### config.mk
export PLATFORM = sky130hd
export DESIGN_NAME = serial_sequencer
export DESIGN_NICKNAME = d
export VERILOG_FILES = /design/src/rtl/serial_sequencer.sv
export SDC_FILE = /design/constraint.sdc
export NUM_CORES = 1
export LEC_CHECK = 0
export CAP_MARGIN = 40
export CORE_UTILIZATION = 26
export DETAILED_ROUTE_END_ITERATION = 6
export PLACE_DENSITY = 0.57
export SLEW_MARGIN = 20
export SYNTH_ARGS = -nofsm -noshare
export SYNTH_HDL_FRONTEND = slang
export SYNTH_SLANG_ARGS = --single-unit
### constraint.sdc
create_clock -name i_clk -period 1.9 [get_ports i_clk]
set_input_delay 0.19 -clock i_clk [delete_from_list [all_inputs] [get_ports i_clk]]
set_output_delay 0.19 -clock i_clk [all_outputs]
set_load 0.01 [all_outputs]
### src/rtl/serial_sequencer.sv
// Bit-serial instruction sequencer: steps a GPR/ALU datapath one bit per cycle
// through FETCH (operand B into accumulator) and EXEC (write back) phases.
module serial_sequencer #(
  parameter int WIDTH = 8,
  parameter int CW    = $clog2(WIDTH)
) (
  input  logic          i_clk,
  input  logic          i_rst_n,
  input  logic [2:0]    i_instr,
  input  logic          i_start,
  output logic [CW-1:0] o_con_bitsel,
  output logic          o_con_mux,
  output logic          o_con_muxalu,
  output logic [1:0]    o_con_aluop,
  output logic          o_con_carry_init,
  output logic          o_con_gpr_region,
  output logic          o_con_gpr_write,
  output logic          o_con_gpr_shift,
  output logic          o_con_pcincr,
  output logic          o_busy,
  output logic          o_done,
  output logic          o_illegal,
  output logic          o_halted
);

  typedef enum logic [2:0] {IDLE, FETCH, EXEC, DONE, HALTED} state_t;
  typedef enum logic [2:0] {
    OP_NOP, OP_LOAD, OP_ADD, OP_SUB, OP_AND, OP_OR, OP_ILL, OP_HALT
  } op_t;

  localparam logic [CW-1:0] LAST = CW'(WIDTH - 1);

  state_t        state, state_nx;
  op_t           op, op_nx;
  logic [CW-1:0] cnt, cnt_nx;

  function automatic logic [1:0] alu_code(input op_t o);
    case (o)
      OP_SUB:  return 2'b01;
      OP_AND:  return 2'b10;
      OP_OR:   return 2'b11;
      default: return 2'b00;
    endcase
  endfunction

  always_comb begin
    state_nx = state;
    op_nx    = op;
    cnt_nx   = '0;
    case (state)
      IDLE: begin
        if (i_start) begin
          op_nx = op_t'(i_instr);
          case (op_t'(i_instr))
            OP_NOP, OP_ILL: state_nx = DONE;
            OP_LOAD:        state_nx = EXEC;
            OP_HALT:        state_nx = HALTED;
            default:        state_nx = FETCH;
          endcase
        end
      end
      FETCH: begin
        if (cnt == LAST) state_nx = EXEC;
        else             cnt_nx   = cnt + 1'b1;
      end
      EXEC: begin
        if (cnt == LAST) state_nx = DONE;
        else             cnt_nx   = cnt + 1'b1;
      end
      DONE:    state_nx = IDLE;
      HALTED:  state_nx = HALTED;
      default: state_nx = IDLE;
    endcase
  end

  // Outputs are decoded from the next state so they register alongside it.
  always_ff @(posedge i_clk or negedge i_rst_n) begin
    if (!i_rst_n) begin
      state            <= IDLE;
      op               <= OP_NOP;
      cnt              <= '0;
      o_con_bitsel     <= '0;
      o_con_mux        <= 1'b0;
      o_con_muxalu     <= 1'b0;
      o_con_aluop      <= 2'b00;
      o_con_carry_init <= 1'b0;
      o_con_gpr_region <= 1'b0;
      o_con_gpr_write  <= 1'b0;
      o_con_gpr_shift  <= 1'b0;
      o_con_pcincr     <= 1'b0;
      o_busy           <= 1'b0;
      o_done           <= 1'b0;
      o_illegal        <= 1'b0;
      o_halted         <= 1'b0;
    end else begin
      state            <= state_nx;
      op               <= op_nx;
      cnt              <= cnt_nx;
      o_con_bitsel     <= cnt_nx;
      o_con_mux        <= (state_nx == EXEC) && (op_nx == OP_LOAD);
      o_con_muxalu     <= (state_nx == FETCH);
      o_con_aluop      <= (state_nx == FETCH || state_nx == EXEC) ? alu_code(op_nx) : 2'b00;
      o_con_carry_init <= (state_nx == EXEC) && (cnt_nx == '0) && (op_nx == OP_SUB);
      o_con_gpr_region <= (state_nx == FETCH);
      o_con_gpr_write  <= (state_nx == EXEC);
      o_con_gpr_shift  <= (state_nx == FETCH || state_nx == EXEC);
      o_con_pcincr     <= (state_nx == DONE);
      o_busy           <= (state_nx == FETCH || state_nx == EXEC || state_nx == DONE);
      o_done           <= (state_nx == DONE);
      o_illegal        <= (state_nx == DONE) && (op_nx == OP_ILL);
      o_halted         <= (state_nx == HALTED);
    end
  end

endmodule

## After elaboration in Yosys (flattened, before gate mapping)

Cells that the tools add are included.

- $add $sub $neg: 1
- Eq/ne operators: 16
- Multiplexer cells: 11
- Reductions and logical operators: 11

Operators with widths:

| operator | number |
|---|---|
| $eq A3 B3 Y1 const B | 8 |
| $mux W3 | 7 |
| $eq A3 B1 Y1 const B | 4 |
| $eq A3 B2 Y1 const B | 4 |
| $pmux W3 S4 | 1 |
| $logic_not A3 Y1 | 3 |
| $pmux W3 S3 | 1 |
| $pmux W2 S3 | 1 |
| $logic_and A1 B1 Y1 | 4 |
| $reduce_or A2 Y1 | 2 |
| $add A3 B1 Y3 const B | 1 |
| $logic_or A1 B1 Y1 | 2 |
| $mux W2 | 1 |

- Flip-flop bits (word level): 20
- Output and inout port bits: 16
- Word-level logic and storage cells: 52

## Logic depth before layout (Yosys ltp)

- Depth after elaboration: 8
- Mapped depth: 6

## Least setup slack after synthesis

No wires, ideal clock.

- Path kind: register -> register
- From: register cnt[0]
- To: register o_illegal
- Arrival: 1.793 ns
- Data required time: 1.804 ns
- Setup slack: 0.011 ns
- Stages on the path, launching flop included: 7
- Path buffers: 0
- Cells stage by stage: dfrtp_1 > ha_1 > ha_1 > or3b_1 > a21oi_1 > nor2_1 > nor4_2

- Cells in the longest elaborated chain, start to end: 5
- Elaborated cells on any way between the ends: 6
- Classes of those cells: 2 x eq/ne; 3 x mux; 1 x reduce/logical

Ends and longest elaborated chain:

| element | line | RTL |
|---|---|---|
| start: declaration | 35 | `logic [CW-1:0] cnt, cnt_nx;` |
| start signal: assignment | 98 | `cnt <= cnt_nx;` |
| $eq A3 B3 Y1 * | 63, 67 |  |
| $mux W3, on equally long branches | 67, 63 |  |
| $pmux W3 S4 * | 50 | `case (state)` |
| $eq A3 B2 Y1 * | 110 | `o_illegal <= (state_nx == DONE) && (op_nx == OP_ILL);` |
| $logic_and A1 B1 Y1 * | 110 |  |
| end signal: assignment | 110 |  |
| end: declaration | 22 | `output logic o_illegal,` |

Every way passes the cells marked *; elsewhere a longest branch is shown, timed or not.

## Worst setup path in the final report

Same ends and word-level chain as after synthesis.

==> impl_metrics.csv <==
group,metric,value,unit
power,p_leak,0.0005618,uW
sta,tns,0,ns
power,ir_worst_vdd,0.2882,mV
layout,syn_to_final_growth,32.85,%
sta,drv_slew,0,
floorplan,core,3416,sq um
clock_network,htree_num_levels,1,
synthesis,ys_top_cells_by_count,"dfrtp_1, a21oi_1, inv_1",
synthesis,syn-instance-count,83,
synthesis,synth.top_cell.area_share,0.5298,
clock_network,cts_resized,0,
worst_setup_path,crit_end,"o_illegal",
routing,drc,0,
routing,post_drt_wl_per_cell,11.35,microns
floorplan,rows,21,
layout,seqCellArea,500.5,sq um
synthesis,yosys.cell_types.count,32,
clock_network,cts-root-buf,"clkbuf_4",
floorplan,io_pins,22,
synthesis,ys_ff_latch,20,
global_routing,grt_max_degree,21,
sta,finalCritPeriodShare,0.9458,
clock_network,clock-sinks,20,
worst_setup_path,cp_data_arrival_time,2.01,ns
clock_network,cts_setup_buffers,0,
clock_network,insertion_delay,0.30,ns
synthesis,synth_area,944.7,sq um
floorplan,fp.dieH,62.28,microns
sta,finalClockSkew,0.002151,ns
clock_network,cts_buffers,3,
worst_setup_path,r2r_setup_slack,0.10,ns
flow_run,max-cap-violations,0,
routing,final_antenna_net_count,0,
sta,hold_violations,0,
routing,vias,686,
clock_network,cts.hold.buffers_added,0,
layout,fin_util,0.3674,
synthesis,yosysMostFrequentCell,"dfrtp_1",
sta,worst_pin_slew,0.3026,ns
layout,stdcell_count,155,
clock_network,cts_buffer_depth,2,
floorplan,die_w,62.28,microns
worst_setup_path,cp_data_required_time,2.11,ns
place,numPlacedInstances,151,
global_routing,grt_usage,0.09891,
place,gp_congestion,0.8051,
global_routing,grt_antenna_before_repair,0,
worst_hold_path,hold_class,"in -> async",
synthesis,synthFlopType,"dfrtp_1",
synthesis,ys_warn_count,0,
synthesis,synth_edf_count,0,
place,port_buffers,21,
layout,n_fill_cell,362,
clock_network,clkTransAtPathRegs,0.11,ns
routing,dr.pass1.iters,4,
routing,via_per_inst,4.426,
layout,diodes,0,
worst_setup_path,r2r_end,"o_illegal",
synthesis,synth-seq-area-share,0.5298,
sta,hold_slack,0.2109,ns
sta,setup_viol,0,
routing,dr.first_iter.drc_count,20,
synthesis,synth_nets,91,
sta,relSlewSlack,0.7983,
layout,multiInputGateArea,386.6,sq um
status,status,"finished clean",
global_routing,grt_first_pass_wirelength,2960,microns
sta,rsz0062_at_grt,"no",
synthesis,avgSynthCellArea,11.38,sq um
worst_setup_path,worstPathMaxFanout,3,
place,dp_hpwl,1335,microns
global_routing,gr-total-overflow,0,
sta,period_needed,1.797,ns
floorplan,initial_core_util,0.2766,
power,p_per_area,1406,nW/um^2
worst_setup_path,worstRegToRegCells,6,
sta,maxClockFrequency,0.5565,GHz
worst_setup_path,cp-startpoint,"cnt[0]",
global_routing,grt_pass1_vias,663,
worst_setup_path,worstSetupEndpointType,"flop",
floorplan,die_area,3878,sq um
worst_setup_path,start_kind,"flop",
synthesis,async_flop_share,1.000,
worst_setup_path,worst-setup-path-type,"reg -> reg",
layout,fin_nets,118,
worst_setup_path,worstReg2RegStart,"cnt[0]",
synthesis,yosys.area.top_type,"dfrtp_1",
routing,wl,1759,microns
layout,drive_gt1_frac,0.1468,
clock_network,cts_tree,"built",
synthesis,synth.area.top_cells,"dfrtp_1, mux2_4, a21oi_1",
metal layers:
metal | GRT usage | wire length, microns | vias to the layer above
li1 | - | - | 336
met1 | 0.1184 | 765 | 327
met2 | 0.1690 | 877 | 18
met3 | 0.01654 | 74 | 5
met4 | 0.05233 | 41 | 0
met5 | 0 | 0 | -
area by class of cell:
class,instances,area share
inverters,5,0.01496
repair buffers,27,0.2034
well taps,46,0.04586
clock buffers,4,0.02891
flip-flops and latches,20,0.3988
multi-input cells,53,0.3081
how the worst min path moves through the flow:
stage / from / end / depth (start not counted)
6_report: i_rst_n / o_con_aluop[1] / 2
5_1_grt: i_rst_n / o_con_gpr_shift / 2
4_1_cts: i_rst_n / o_con_gpr_shift / 2
3_5_place_dp: cnt[0] / cnt[0] / 2
3_3_place_gp: cnt[0] / cnt[0] / 2
2_1_floorplan: i_rst_n / cnt[0] / 0
per-stage QoR:
stage	instance area [sq um]	worst slack, ns	total power [uW]
after floorplan	944.7	0.01110	1198
after global placement	1215	0.1050	1517
after detailed placement	1215	0.03199	1528
after CTS	1251	0.007462	1775
after global routing	1255	0.004290	1901
final	1255	0.1030	1765
sequential cells by signal, summed over array words and instances (netlist names):
| register | count |
|---|---|
| state | 3 |
| o_con_gpr_shift | 1 |
| o_busy | 1 |
| o_con_gpr_write | 1 |
| cnt | 3 |
| o_halted | 1 |
| o_con_aluop | 2 |
| o_con_mux | 1 |
| o_con_carry_init | 1 |
| o_con_gpr_region | 1 |
| o_done | 1 |
| o_illegal | 1 |
| op | 3 |
report_power, final:
group | internal, uW | total, uW | switching (uW)
combinational | 460 | 834 | 375
clock | 117 | 247 | 130
sequential | 571 | 684 | 113
kinds of logic after synthesis:
logic type,count (synthesis),share of synthesized area
AOI/OAI and AO/OA,19,0.1311
xor gates and xnor gates,2,0.01855
adders and majority gates,2,0.02649
buffers and inverters,10,0.06489
DFF,20,0.5298
muxes,2,0.03179
and+or+nand+nor,28,0.1974
placed cells by master, fill, tap and decap left out, types with 2 or more instances in the layout:
master,synthesis,final
a21o_1,3,3
a21oi_1,5,4
buf_4,2,6
clkbuf_4,0,3
clkdlybuf4s50_1,0,21
dfrtp_1,20,20
ha_1,2,2
inv_1,5,5
mux2_4,2,2
nand2_1,3,3
nand2b_1,4,4
nand3_1,2,2
nand3b_1,3,3
nor2_1,4,4
nor3_1,4,4
o21ai_0,4,4
or3b_1,2,2
critical path, cell delays in order, from the launching register on:
cell,delay [ns]
dfrtp_1,0.40
ha_1,0.19
ha_1,0.18
or3b_1,0.40
a21oi_2,0.19
nor2_1,0.09
nor4_2,0.25
Note: power is estimated with default switching activity, not from simulation.
